### config.mk
export PLATFORM = sky130hd
export DESIGN_NAME = pc_sequencer
export DESIGN_NICKNAME = d
export VERILOG_FILES = /design/src/rtl/upower_fetch_pkg.sv /design/src/rtl/branch_target_calc.sv /design/src/rtl/pc_sequencer.sv
export SDC_FILE = /design/constraint.sdc
export NUM_CORES = 1
export LEC_CHECK = 0
export CORE_MARGIN = 2
export CORE_UTILIZATION = 35
export DETAILED_ROUTE_END_ITERATION = 16
export GPL_TIMING_DRIVEN = 0
export PLACE_DENSITY = 0.59
export SYNTH_ARGS = -nofsm -noshare
export SYNTH_HDL_FRONTEND = slang
export SYNTH_SLANG_ARGS = --single-unit
### constraint.sdc
create_clock -name clk -period 5.93 [get_ports clk]
set_input_delay 0.593 -clock clk [delete_from_list [all_inputs] [get_ports clk]]
set_output_delay 0.593 -clock clk [all_outputs]
set_load 0.01 [all_outputs]
### src/rtl/upower_fetch_pkg.sv
// Shared fetch-side types and constants for the uPOWER front end.
// Used by pc_sequencer and branch_target_calc.
package upower_fetch_pkg;

    typedef enum logic [1:0] {
        ST_BOOT   = 2'd0,
        ST_RUN    = 2'd1,
        ST_BUBBLE = 2'd2,
        ST_HALT   = 2'd3
    } seq_state_e;

    localparam logic [63:0] DEF_RESET_VECTOR = 64'h0000_0000_0004_0000;
    localparam int          INSTR_W          = 32;
    localparam int          INSTR_BYTES      = INSTR_W / 8;
    localparam int          LI_W             = 24;
    localparam int          BD_W             = 14;
    localparam int          CNT_W            = 32;

    // True when addr lies inside [base, base + INSTR_BYTES*depth).
    function automatic logic in_window(input logic [63:0] addr,
                                       input logic [63:0] base,
                                       input int unsigned depth);
        logic [63:0] lim;
        lim = base + (64'(depth) * 64'(INSTR_BYTES));
        return (addr >= base) && (addr < lim);
    endfunction

endpackage

### src/rtl/branch_target_calc.sv
// Branch target for I-form (b) and B-form (bc): sign-extended word offset,
// either absolute or added to the branch PC (wraps modulo 2^64).
module branch_target_calc
    import upower_fetch_pkg::*;
(
    input  logic            br_cond_i,
    input  logic            br_abs_i,
    input  logic [LI_W-1:0] li_i,
    input  logic [BD_W-1:0] bd_i,
    input  logic [63:0]     br_pc_i,
    output logic [63:0]     target_o
);

    logic [63:0] ext;

    always_comb begin
        if (br_cond_i)
            ext = {{(64-BD_W-2){bd_i[BD_W-1]}}, bd_i, 2'b00};
        else
            ext = {{(64-LI_W-2){li_i[LI_W-1]}}, li_i, 2'b00};
        target_o = br_abs_i ? ext : (br_pc_i + ext);
    end

endmodule

### src/rtl/pc_sequencer.sv
// Program-counter sequencer feeding Instruction_Fetch: +4 / stall / redirect,
// one-cycle bubble after redirects, HALT on leaving the imem window.
// Optional `REDIRECT_COUNT_EN adds a saturating honoured-redirect counter.
module pc_sequencer
    import upower_fetch_pkg::*;
#(
    parameter logic [63:0] RESET_VECTOR = DEF_RESET_VECTOR,
    parameter int unsigned IMEM_DEPTH   = 101
) (
    input  logic            clk,
    input  logic            rst,
    input  logic            stall_i,
    input  logic            redirect_i,
    input  logic            br_cond_i,
    input  logic            br_abs_i,
    input  logic            br_lk_i,
    input  logic [LI_W-1:0] li_i,
    input  logic [BD_W-1:0] bd_i,
    input  logic [63:0]     br_pc_i,
`ifdef REDIRECT_COUNT_EN
    output logic [CNT_W-1:0] redirect_cnt_o,
`endif
    output logic [63:0]     pc_o,
    output logic            fetch_valid_o,
    output logic            link_we_o,
    output logic [63:0]     link_pc_o,
    output logic            halted_o
);

    seq_state_e  state_q, state_d;
    logic [63:0] pc_q, pc_d;
    logic        link_we_q, link_we_d;
    logic [63:0] link_pc_q, link_pc_d;
    logic [63:0] target;
    logic [63:0] pc_inc;
    logic        take_redirect;

    branch_target_calc u_btc (
        .br_cond_i (br_cond_i),
        .br_abs_i  (br_abs_i),
        .li_i      (li_i),
        .bd_i      (bd_i),
        .br_pc_i   (br_pc_i),
        .target_o  (target)
    );

    // Redirects are only honoured once fetching is live; BOOT and HALT ignore them.
    assign take_redirect = redirect_i && ((state_q == ST_RUN) || (state_q == ST_BUBBLE));
    assign pc_inc        = pc_q + 64'(INSTR_BYTES);

    always_comb begin
        state_d   = state_q;
        pc_d      = pc_q;
        link_we_d = 1'b0;
        link_pc_d = link_pc_q;
        if (take_redirect) begin
            if (br_lk_i) begin
                link_we_d = 1'b1;
                link_pc_d = br_pc_i + 64'(INSTR_BYTES);
            end
            if (in_window(target, RESET_VECTOR, IMEM_DEPTH)) begin
                pc_d    = target;
                state_d = ST_BUBBLE;
            end else begin
                state_d = ST_HALT;
            end
        end else begin
            case (state_q)
                ST_BOOT:   state_d = ST_RUN;
                ST_RUN: begin
                    if (!stall_i) begin
                        if (in_window(pc_inc, RESET_VECTOR, IMEM_DEPTH))
                            pc_d = pc_inc;
                        else
                            state_d = ST_HALT;
                    end
                end
                ST_BUBBLE: state_d = ST_RUN;
                default:   state_d = ST_HALT;
            endcase
        end
    end

    always_ff @(posedge clk) begin
        if (rst) begin
            state_q   <= ST_BOOT;
            pc_q      <= RESET_VECTOR;
            link_we_q <= 1'b0;
            link_pc_q <= 64'd0;
        end else begin
            state_q   <= state_d;
            pc_q      <= pc_d;
            link_we_q <= link_we_d;
            link_pc_q <= link_pc_d;
        end
    end

    assign pc_o          = pc_q;
    assign fetch_valid_o = (state_q == ST_RUN) && !stall_i;
    assign link_we_o     = link_we_q;
    assign link_pc_o     = link_pc_q;
    assign halted_o      = (state_q == ST_HALT);

`ifdef REDIRECT_COUNT_EN
    logic [CNT_W-1:0] redirect_cnt_q, redirect_cnt_d;

    always_comb begin
        redirect_cnt_d = redirect_cnt_q;
        if (take_redirect && (redirect_cnt_q != {CNT_W{1'b1}}))
            redirect_cnt_d = redirect_cnt_q + 1'b1;
    end

    always_ff @(posedge clk) begin
        if (rst)
            redirect_cnt_q <= '0;
        else
            redirect_cnt_q <= redirect_cnt_d;
    end

    assign redirect_cnt_o = redirect_cnt_q;
`endif

endmodule

==> run metrics, run 1 <==
hold crit path type=reg -> reg; most common cell after layout, fill and taps aside=clkdlybuf4s50_1; Post-DP HPWL=just over 40,000 um; Synth Flop Type=dfxtp_1; ANT nets after route=0; Synth Instances=roughly 1,700; worst slack, placed=-0.720 ns; total CTS buffers=17; actual slew at the worst max-slew pin=0.919 ns; Setup WS post-layout=0.240 ns; # fillers=3,582; Post-Syn Nets=between 1,500 and 2,000; clk sinks=approximately 130; die area=around 0.036 mm^2; Root Buffer Master=clkbuf_16; Slew Limit Fails=0; Final #Nets=2,106; most frequent cells in the layout=clkdlybuf4s50_1, nor2_1, nand2_1, dfxtp_1, a21oi_1; Top Ports=240; core box area=about 0.034 mm^2; largest net degree at the start of global routing=42; normalized max-slew margin=0.385; gr usage total=0.264; status=complete, no violations; share of post-route cells with drive strength above 1=0.0690; endpoints failing setup=0; power density cells=roughly 220 mW/mm^2; Synth async-reset ratio=0; WL final=roughly 49,000 um; startpoint type of the worst setup path=input port; TritonRoute pass-1 iters=7; I/O Buffers=238; min Tclk post-route=roughly 5.7 ns; DRC viols=0; drt initial violations=1,009; hold_ws=about 0.46 ns; leakage=5.59 nW; H-tree depth=4; cts-stage hold buffer count=0; CTS tree=done; number of synthesized flops with an enable pin=0; Initial Utilization=0.354; row cnt=68; die width=approximately 190 um; Worst EP required=6.26 ns; Seq/Total Area, Yosys=0.216; Final GP Congestion=0.963; WS Path Type=in -> reg; final hold vios=0; Seq cells post-synth=around 130; maxcap violations=0; peak supply drop=0.000118 V; critical path peak fanout=10; fmax=roughly 180 MHz; Final Cycle Share=0.959; clock latency on the worst-skew pair=around 0.45 ns; vias in the first global route=roughly 13,000; Overflow after GRT=0; Mapped Area=around 0.012 mm^2; Vias=~14,000; antenna violations before repair=1; RSZ-0062 raised after global routing=false; syn avg cell area=approximately 7.3 um^2; crit path capture type=register; Area Overhead vs Synth=29.6%; Reg clk slew, reported paths=roughly 0.06 ns; WP data arrival=around 6.0 ns; Die Height=~190 um; Max Clock Skew=0.0130 ns; maximum clock insertion buffer count=2; Synth cell types=92; Routed WL per cell=slightly above 20 um; yosys warns=0; Vias/cell=between 5 and 6; global-route wire length before repair=roughly 74,000 um
[stage by stage]
stage | cell area, um^2 | setup TNS, ns | utilization | std cells | total power, mW
after floorplan | 12200 | 0 | - | 1669 | 1.84
after global placement | 15100 | -70.67 | 0.440 | 2362 | 2.38
after detailed placement | 15100 | -37.67 | 0.440 | 2362 | 2.39
after CTS | 15700 | 0 | 0.458 | 2394 | 3.49
after global routing | 15800 | 0 | 0.459 | 2397 | 3.67
final | 15800 | 0 | 0.459 | 2397 | 3.49
[state kept, by name, indices dropped and copies added (netlist names)]
| signal | flops |
|---|---|
| link_pc_o | 64 |
| pc_o | 64 |
| state_q | 2 |
| link_we_o | 1 |
[Yosys cell counts, drive strengths merged (52+ instances only)]
library cell / n / area, um^2
a211oi: 70 / 531
a21oi: 108 / 567
and2: 59 / 369
clkbuf: 52 / 195
dfxtp: 131 / 2620
ha: 68 / 851
nand2: 168 / 631
nand3: 66 / 330
nand4: 73 / 457
nor2: 199 / 752
o21ai: 106 / 538
xor2: 60 / 526
[final cells by class]
class / count / area (um^2) / share of cell area
inverters: 42 / 163 / 0.0103
clock inverters: 13 / 145 / 0.00920
plain buffers: 82 / 359 / 0.0228
flip-flops and latches: 131 / 2620 / 0.166
well taps: 455 / 569 / 0.0361
diodes: 1 / 2.50 / 0.000159
multi-input cells: 1414 / 9060 / 0.574
repair buffers: 240 / 2400 / 0.152
clock buffers: 19 / 453 / 0.0287
[timing repair]
item	4_1_cts	5_1_grt
setup endpoints to repair	57	57
resized for setup	2	10
pin swaps	0	2
setup buffers	0	2
[metal layers]
layer  share of wire  vias to the layer above  GRT usage
met1            0.46                     6451      0.355
li1                -                     6723          -
met4           0.030                        0     0.0933
met2            0.46                      434      0.436
met5               0                        -          0
met3           0.048                       65     0.0304
[power breakdown]
part	switching (mW)	internal [mW]	total (mW)
Combinational	0.841	0.555	1.40
Sequential	0.0519	0.955	1.01
Clock	0.441	0.646	1.09
[worst paths after layout]
| check | to | depth (start not counted) | slack, ns | startpoint |
|---|---|---|---|---|
| max | pc_o[4]$_SDFFE_PP0P_ | 17 | 0.24 | bd_i[13] |
| min | link_pc_o[3]$_SDFFE_PP0P_ | 2 | 0.46 | link_pc_o[3]$_SDFFE_PP0P_ |
| max reg2reg | pc_o[4]$_SDFFE_PP0P_ | 14 | 1.53 | pc_o[2]$_SDFFE_PP0P_ |
| min reg2reg | link_pc_o[3]$_SDFFE_PP0P_ | 2 | 0.46 | link_pc_o[3]$_SDFFE_PP0P_ |
[kinds of logic after synthesis]
family / Yosys count / synth area share
mux: 24 / 0.0212
buf+inv: 124 / 0.0423
fa+ha+maj: 69 / 0.0716
compound gates: 455 / 0.255
flops: 131 / 0.216
xor+xnor: 110 / 0.0792
simple gates: 756 / 0.316
[worst max-delay path, stage by stage]
cell,delay [ns]
clkdlybuf4s50_1,0.40
nand2_1,0.13
clkbuf_1,0.37
o21ai_0,0.20
ha_1,0.41
a21oi_1,0.29
o21ai_1,0.21
a221oi_2,0.31
a21oi_1,0.18
nor4b_2,0.53
nor2_1,0.19
or3_1,0.33
a2111oi_0,0.42
nand4_1,0.28
o311ai_2,0.69
o211ai_1,0.18
a32o_2,0.31
(Power assumes the default switching activity.)
==> inputs of run 2 (changes only) <==
Settings changed: CORE_UTILIZATION 35 to 42, PLACE_DENSITY 0.59 to 0.68.
==> run metrics, run 2 (same netlist as run 1, synthesis figures left out) <==
die area=0.0304 mm^2 (was 0.0363 mm^2); actual slew at the worst max-slew pin=0.959 ns (was 0.919 ns); clk sinks=131 (unchanged); ANT nets after route=0 (unchanged); WS Path Type=in -> reg (unchanged); maxcap violations=0 (unchanged); largest net degree at the start of global routing=17 (was 42); cts-stage hold buffer count=0 (unchanged); normalized max-slew margin=0.359 (was 0.385); WL final=49,000 um (was 48,900 um); Final Cell Area=0.0157 mm^2 (was 0.0158 mm^2); most crowded layer after global routing=met2 (unchanged); vias in the first global route=13,228 (was 12,680); most common cell after layout, fill and taps aside=clkdlybuf4s50_1 (unchanged); global-route wire length before repair=75,300 um (was 74,200 um); DRC viols=0 (unchanged); hold_ws=0.459 ns (was 0.461 ns); Ant. Diodes=0 (was 1); critical path peak fanout=8 (was 10); Core Util, Final=0.549 (was 0.459); Critical R2R Capture=pc_o[2]$_SDFFE_PP0P_ (was pc_o[4]$_SDFFE_PP0P_); total power=3.47 mW (was 3.49 mW); status=complete, no violations (unchanged); antenna violations before repair=0 (was 1); met2 GRT Util=0.516 (was 0.436); Overflow after GRT=0 (unchanged); setup TNS=0 ns (unchanged); setup slack, reg-to-reg=1.50 ns (was 1.53 ns); Routed WL per cell=21.0 um (was 20.4 um); Final Cycle Share=0.961 (was 0.959); dpl cells=2,291 (was 2,362); row cnt=62 (was 68); Final GP Congestion=1.03 (was 0.963); power density cells=221 mW/mm^2 (about the same); Vias=14,139 (was 13,673); I/O Buffers=238 (unchanged); CTS tree=done (unchanged); peak supply drop=0.000192 V (was 0.000118 V); die width=174 um (was 190 um); clock group share of total power=0.302 (was 0.311); TritonRoute pass-1 iters=6 (was 7); total CTS buffers=17 (unchanged); Hold EP=link_pc_o[3]$_SDFFE_PP0P_ (unchanged); hold crit path type=reg -> reg (unchanged); Slew Limit Fails=0 (unchanged); clock latency on the worst-skew pair=0.43 ns (was 0.45 ns); Hold Path Cell Cnt=2 (unchanged); worst slack, placed=-1.23 ns (was -0.720 ns); Area Overhead vs Synth=29.2% (was 29.6%); drt initial violations=1,133 (was 1,009); NetSw=1.37 mW (was 1.33 mW); Max Clock Skew=0.0118 ns (was 0.0130 ns); crit path capture type=register (unchanged); startpoint type of the worst setup path=input port (unchanged); Die Height=174 um (was 190 um); min Tclk post-route=5.70 ns (was 5.69 ns); Root Buffer Master=clkbuf_16 (unchanged); worst flop-to-flop path startpoint=pc_o[3]$_SDFFE_PP0P_ (was pc_o[2]$_SDFFE_PP0P_); fmax=175 MHz (was 176 MHz); H-tree depth=4 (unchanged); Worst EP required=6.21 ns (was 6.26 ns); reg2reg path depth=15 (was 14); switch share=0.394 (was 0.382); placed inst area=0.0150 mm^2 (was 0.0151 mm^2); Comb power frac=0.409 (was 0.400); maximum clock insertion buffer count=2 (unchanged); sequential power share=0.289 (was 0.288); most frequent cells in the layout=clkdlybuf4s50_1, nor2_1, nand2_1, dfxtp_1, a21oi_1 (unchanged); endpoints failing setup=0 (unchanged); Final #Nets=2,114 (was 2,106); WP data arrival=5.98 ns (was 6.02 ns); met1 usage=0.416 (was 0.355); final hold vios=0 (unchanged); Reg clk slew, reported paths=0.06 ns (about the same); Setup WS post-layout=0.231 ns (was 0.240 ns); met3 Resource Use GR=0.0402 (was 0.0304); Finished Layout Cells=2,333 (was 2,397); Top Ports=240 (unchanged); core box area=0.0286 mm^2 (was 0.0344 mm^2); # fillers=2,780 (was 3,582); Post-DP HPWL=40,100 um (was 40,600 um); gr usage total=0.315 (was 0.264); leakage=5.61 nW (was 5.59 nW); Vias/cell=6.06 (was 5.70); Cell Int Power=2.11 mW (was 2.16 mW); Initial Utilization=0.425 (was 0.354); share of post-route cells with drive strength above 1=0.0739 (was 0.0690); hold wc startpoint=link_pc_o[3]$_SDFFE_PP0P_ (unchanged)
run 2: power by group through the flow:
| stage | Combinational [mW] | Clock (mW) | Sequential, mW |
|---|---|---|---|
| 3_3_place_gp | 1.36 | 0 | 1.02 |
| 5_1_grt | 1.53 | 1.10 | 1.01 |
| 6_report | 1.42 | 1.05 | 1.00 |
| 4_1_cts | 1.39 | 1.06 | 1.00 |
| 2_1_floorplan | 0.793 | 0 | 1.04 |
| 3_5_place_dp | 1.37 | 0 | 1.02 |
run 2: worst max path at each step:
stage | slack (ns) | from | depth (start not counted) | endpoint
after CTS | 0.01 | br_cond_i | 19 | pc_o[56]$_SDFFE_PP0P_
after global routing | -0.07 | br_cond_i | 22 | pc_o[60]$_SDFFE_PP0P_
after global placement | -1.15 | li_i[23] | 19 | pc_o[58]$_SDFFE_PP0P_
final | 0.23 | li_i[23] | 19 | pc_o[2]$_SDFFE_PP0P_
after detailed placement | -1.23 | li_i[23] | 19 | pc_o[56]$_SDFFE_PP0P_
after floorplan | 0.55 | br_cond_i | 18 | pc_o[4]$_SDFFE_PP0P_
run 2: layer usage:
metal	vias to the layer above	wire (um)
li1	6728	-
met1	6765	21300
met2	549	22800
met3	97	2970
met4	0	2020
met5	-	0
run 2: critical path: stages:
cell	delay, ns
clkdlybuf4s50_1	0.50
inv_1	0.09
o21a_2	0.35
clkinvlp_4	0.26
buf_4	0.20
ha_1	0.26
buf_2	0.20
nand2_1	0.14
or3_1	0.43
nor3_2	0.28
or3b_1	0.47
and4_1	0.22
a2111oi_0	0.32
and4_1	0.28
nand4_1	0.23
o311ai_2	0.70
and2_1	0.22
buf_4	0.15
a211oi_1	0.07
run 2: area by class of cell:
class / instances / area, um^2 / share of cell area
multi-input cells: 1414 / 9070 / 0.577
flip-flops and latches: 131 / 2620 / 0.167
repair buffers: 245 / 2430 / 0.155
well taps: 384 / 480 / 0.0306
clock buffers: 18 / 429 / 0.0273
plain buffers: 82 / 362 / 0.0230
inverters: 42 / 161 / 0.0103
clock inverters: 14 / 145 / 0.00923
repair inverters: 3 / 22.5 / 0.00143
run 2: repair_timing:
item | 4_1_cts | 5_1_grt
endpoints found under the setup margin | 65 | 65
pin swaps | 0 | 3
hold endpoints to repair | 0 | 0
gates cloned | 3 | 0
buffers inserted | 2 | 5
resized for setup | 6 | 12
==> inputs of run 3 (changes only) <==
Settings changed: RECOVER_POWER set to 25.
Clock period 5.93 ns to 7.1 ns, I/O delays scaled along.
==> run metrics, run 3 (same netlist as run 1, synthesis figures left out) <==
status=complete, no violations (unchanged); leakage=5.75 nW (was 5.61 nW); normalized max-slew margin=0.366 (was 0.359); fmax=157 MHz; ANT nets after route=0 (unchanged); die width=174 um (unchanged); Overflow after GRT=0 (unchanged); Reg clk slew, reported paths=0.06 ns (about the same); placed inst area=0.0150 mm^2 (unchanged); Final Cell Area=0.0156 mm^2 (was 0.0157 mm^2); Slew Limit Fails=0 (unchanged); Initial Utilization=0.425 (unchanged); total CTS buffers=17 (unchanged); drt initial violations=1,027 (was 1,133); # fillers=2,795 (was 2,780); Final GP Congestion=1.03 (unchanged); crit path capture type=register (unchanged); worst slack, placed=-0.178 ns (was -1.23 ns); RSZ-0062 raised after global routing=false; Vias=13,961 (was 14,139); WL final=48,300 um (was 49,000 um); Max Clock Skew=0.0124 ns (was 0.0118 ns); clock latency on the worst-skew pair=0.43 ns (about the same); Die Height=174 um (unchanged); clk sinks=131 (unchanged); hold crit path type=reg -> reg (unchanged); register area=0.00262 mm^2 (unchanged); Area Overhead vs Synth=28.2% (was 29.2%); gr usage total=0.312 (was 0.315); actual slew at the worst max-slew pin=0.951 ns (was 0.959 ns); H-tree depth=4 (unchanged); Root Buffer Master=clkbuf_16 (unchanged); vias in the first global route=13,176 (was 13,228); Setup WS post-layout=0.721 ns (was 0.231 ns); CTS resizes=0 (was 6); core box area=0.0286 mm^2 (unchanged); most common cell after layout, fill and taps aside=nor2_1 (was clkdlybuf4s50_1); I/O Buffers=238 (unchanged); TritonRoute pass-1 iters=6 (unchanged); maxcap violations=0 (unchanged); peak supply drop=0.000160 V (was 0.000192 V); critical path peak fanout=41 (was 8); endpoints failing setup=0 (unchanged); min Tclk post-route=roughly 6.4 ns; startpoint type of the worst setup path=input port (unchanged); CTS tree=done (unchanged); Final #Nets=2,104 (was 2,114); Post-DP HPWL=40,100 um (unchanged); cts-stage hold buffer count=0 (unchanged); DRC viols=0 (unchanged); global-route wire length before repair=74,500 um (was 75,300 um); final hold vios=0 (unchanged); Top Ports=240 (unchanged); Routed WL per cell=20.8 um (was 21.0 um); Final Cycle Share=0.899; antenna violations before repair=0 (unchanged); Worst EP required=7.42 ns (was 6.21 ns); die area=0.0304 mm^2 (unchanged); power density cells=183 mW/mm^2 (was 221 mW/mm^2); WP data arrival=6.70 ns (was 5.98 ns); Ant. Diodes=0 (unchanged); largest net degree at the start of global routing=42 (was 17); Post-CTS Setup Bufs=0 (was 2); share of post-route cells with drive strength above 1=0.0645 (was 0.0739); row cnt=62 (unchanged); WS Path Type=in -> reg (unchanged); most frequent cells in the layout=nor2_1, clkdlybuf4s50_1, nand2_1, dfxtp_1, a21oi_1 (was clkdlybuf4s50_1, nor2_1, nand2_1, dfxtp_1, a21oi_1); Vias/cell=6.01 (was 6.06); maximum clock insertion buffer count=2 (unchanged); multi-input logic area=0.00903 mm^2 (was 0.00907 mm^2)
## run 3: final timing paths
path                             startpoint                   endpoint  slack [ns]  depth (start not counted)
setup / recovery                   li_i[23]       pc_o[9]$_SDFFE_PP0P_        0.72                         19
hold / removal    link_pc_o[3]$_SDFFE_PP0P_  link_pc_o[3]$_SDFFE_PP0P_        0.46                          2
setup reg to reg       pc_o[7]$_SDFFE_PP0P_       pc_o[9]$_SDFFE_PP0P_        2.66                         13
hold reg to reg   link_pc_o[3]$_SDFFE_PP0P_  link_pc_o[3]$_SDFFE_PP0P_        0.46                          2
## run 3: area by class of cell
cell class / count / share of cell area
buffer: 82 / 0.0228
clock buffer: 18 / 0.0275
clock inverter: 14 / 0.00930
inverter: 42 / 0.0101
multi-input combinational: 1414 / 0.579
sequential: 131 / 0.168
tap: 384 / 0.0308
timing repair buffer: 238 / 0.153
## run 3: worst max-delay path, stage by stage
cell and delay [ns]:
clkdlybuf4s50_1 0.57, inv_1 0.06, o21a_1 0.21, inv_2 0.59, ha_1 0.36, buf_2 0.17, a21oi_1 0.32, o21a_1 0.25
o21ai_0 0.14, a221oi_1 0.82, nor2_1 0.08, nor4_1 0.32, nand4_1 0.20, nor4_1 0.33, nand4_1 0.30, o31ai_2 0.38
a311oi_2 0.28, clkbuf_1 0.34, and2_1 0.25
## run 3: metal layers
layer	up-vias	track usage	routed length [um]
li1	6721	-	-
met1	6635	0.412	21200
met2	513	0.518	22600
met3	92	0.0376	2650
met4	0	0.120	1830
met5	-	0	0
## run 3: where the power goes
group	switching, mW	internal (mW)
clock	0.383	0.493
combinational	0.708	0.442
sequential	0.0394	0.797
## run 3: stage by stage
stage	hold WS, ns	utilization	setup TNS [ns]	total power [mW]	instances
final	0.456	0.545	0	2.86	2323
after global routing	0.498	0.545	0	3.01	2323
after CTS	0.460	0.545	0	2.87	2323
after detailed placement	0.455	0.525	-5.14	2.00	2291
after global placement	0.446	0.525	-1.28	1.99	2291
after floorplan	0.481	-	0	1.53	1669
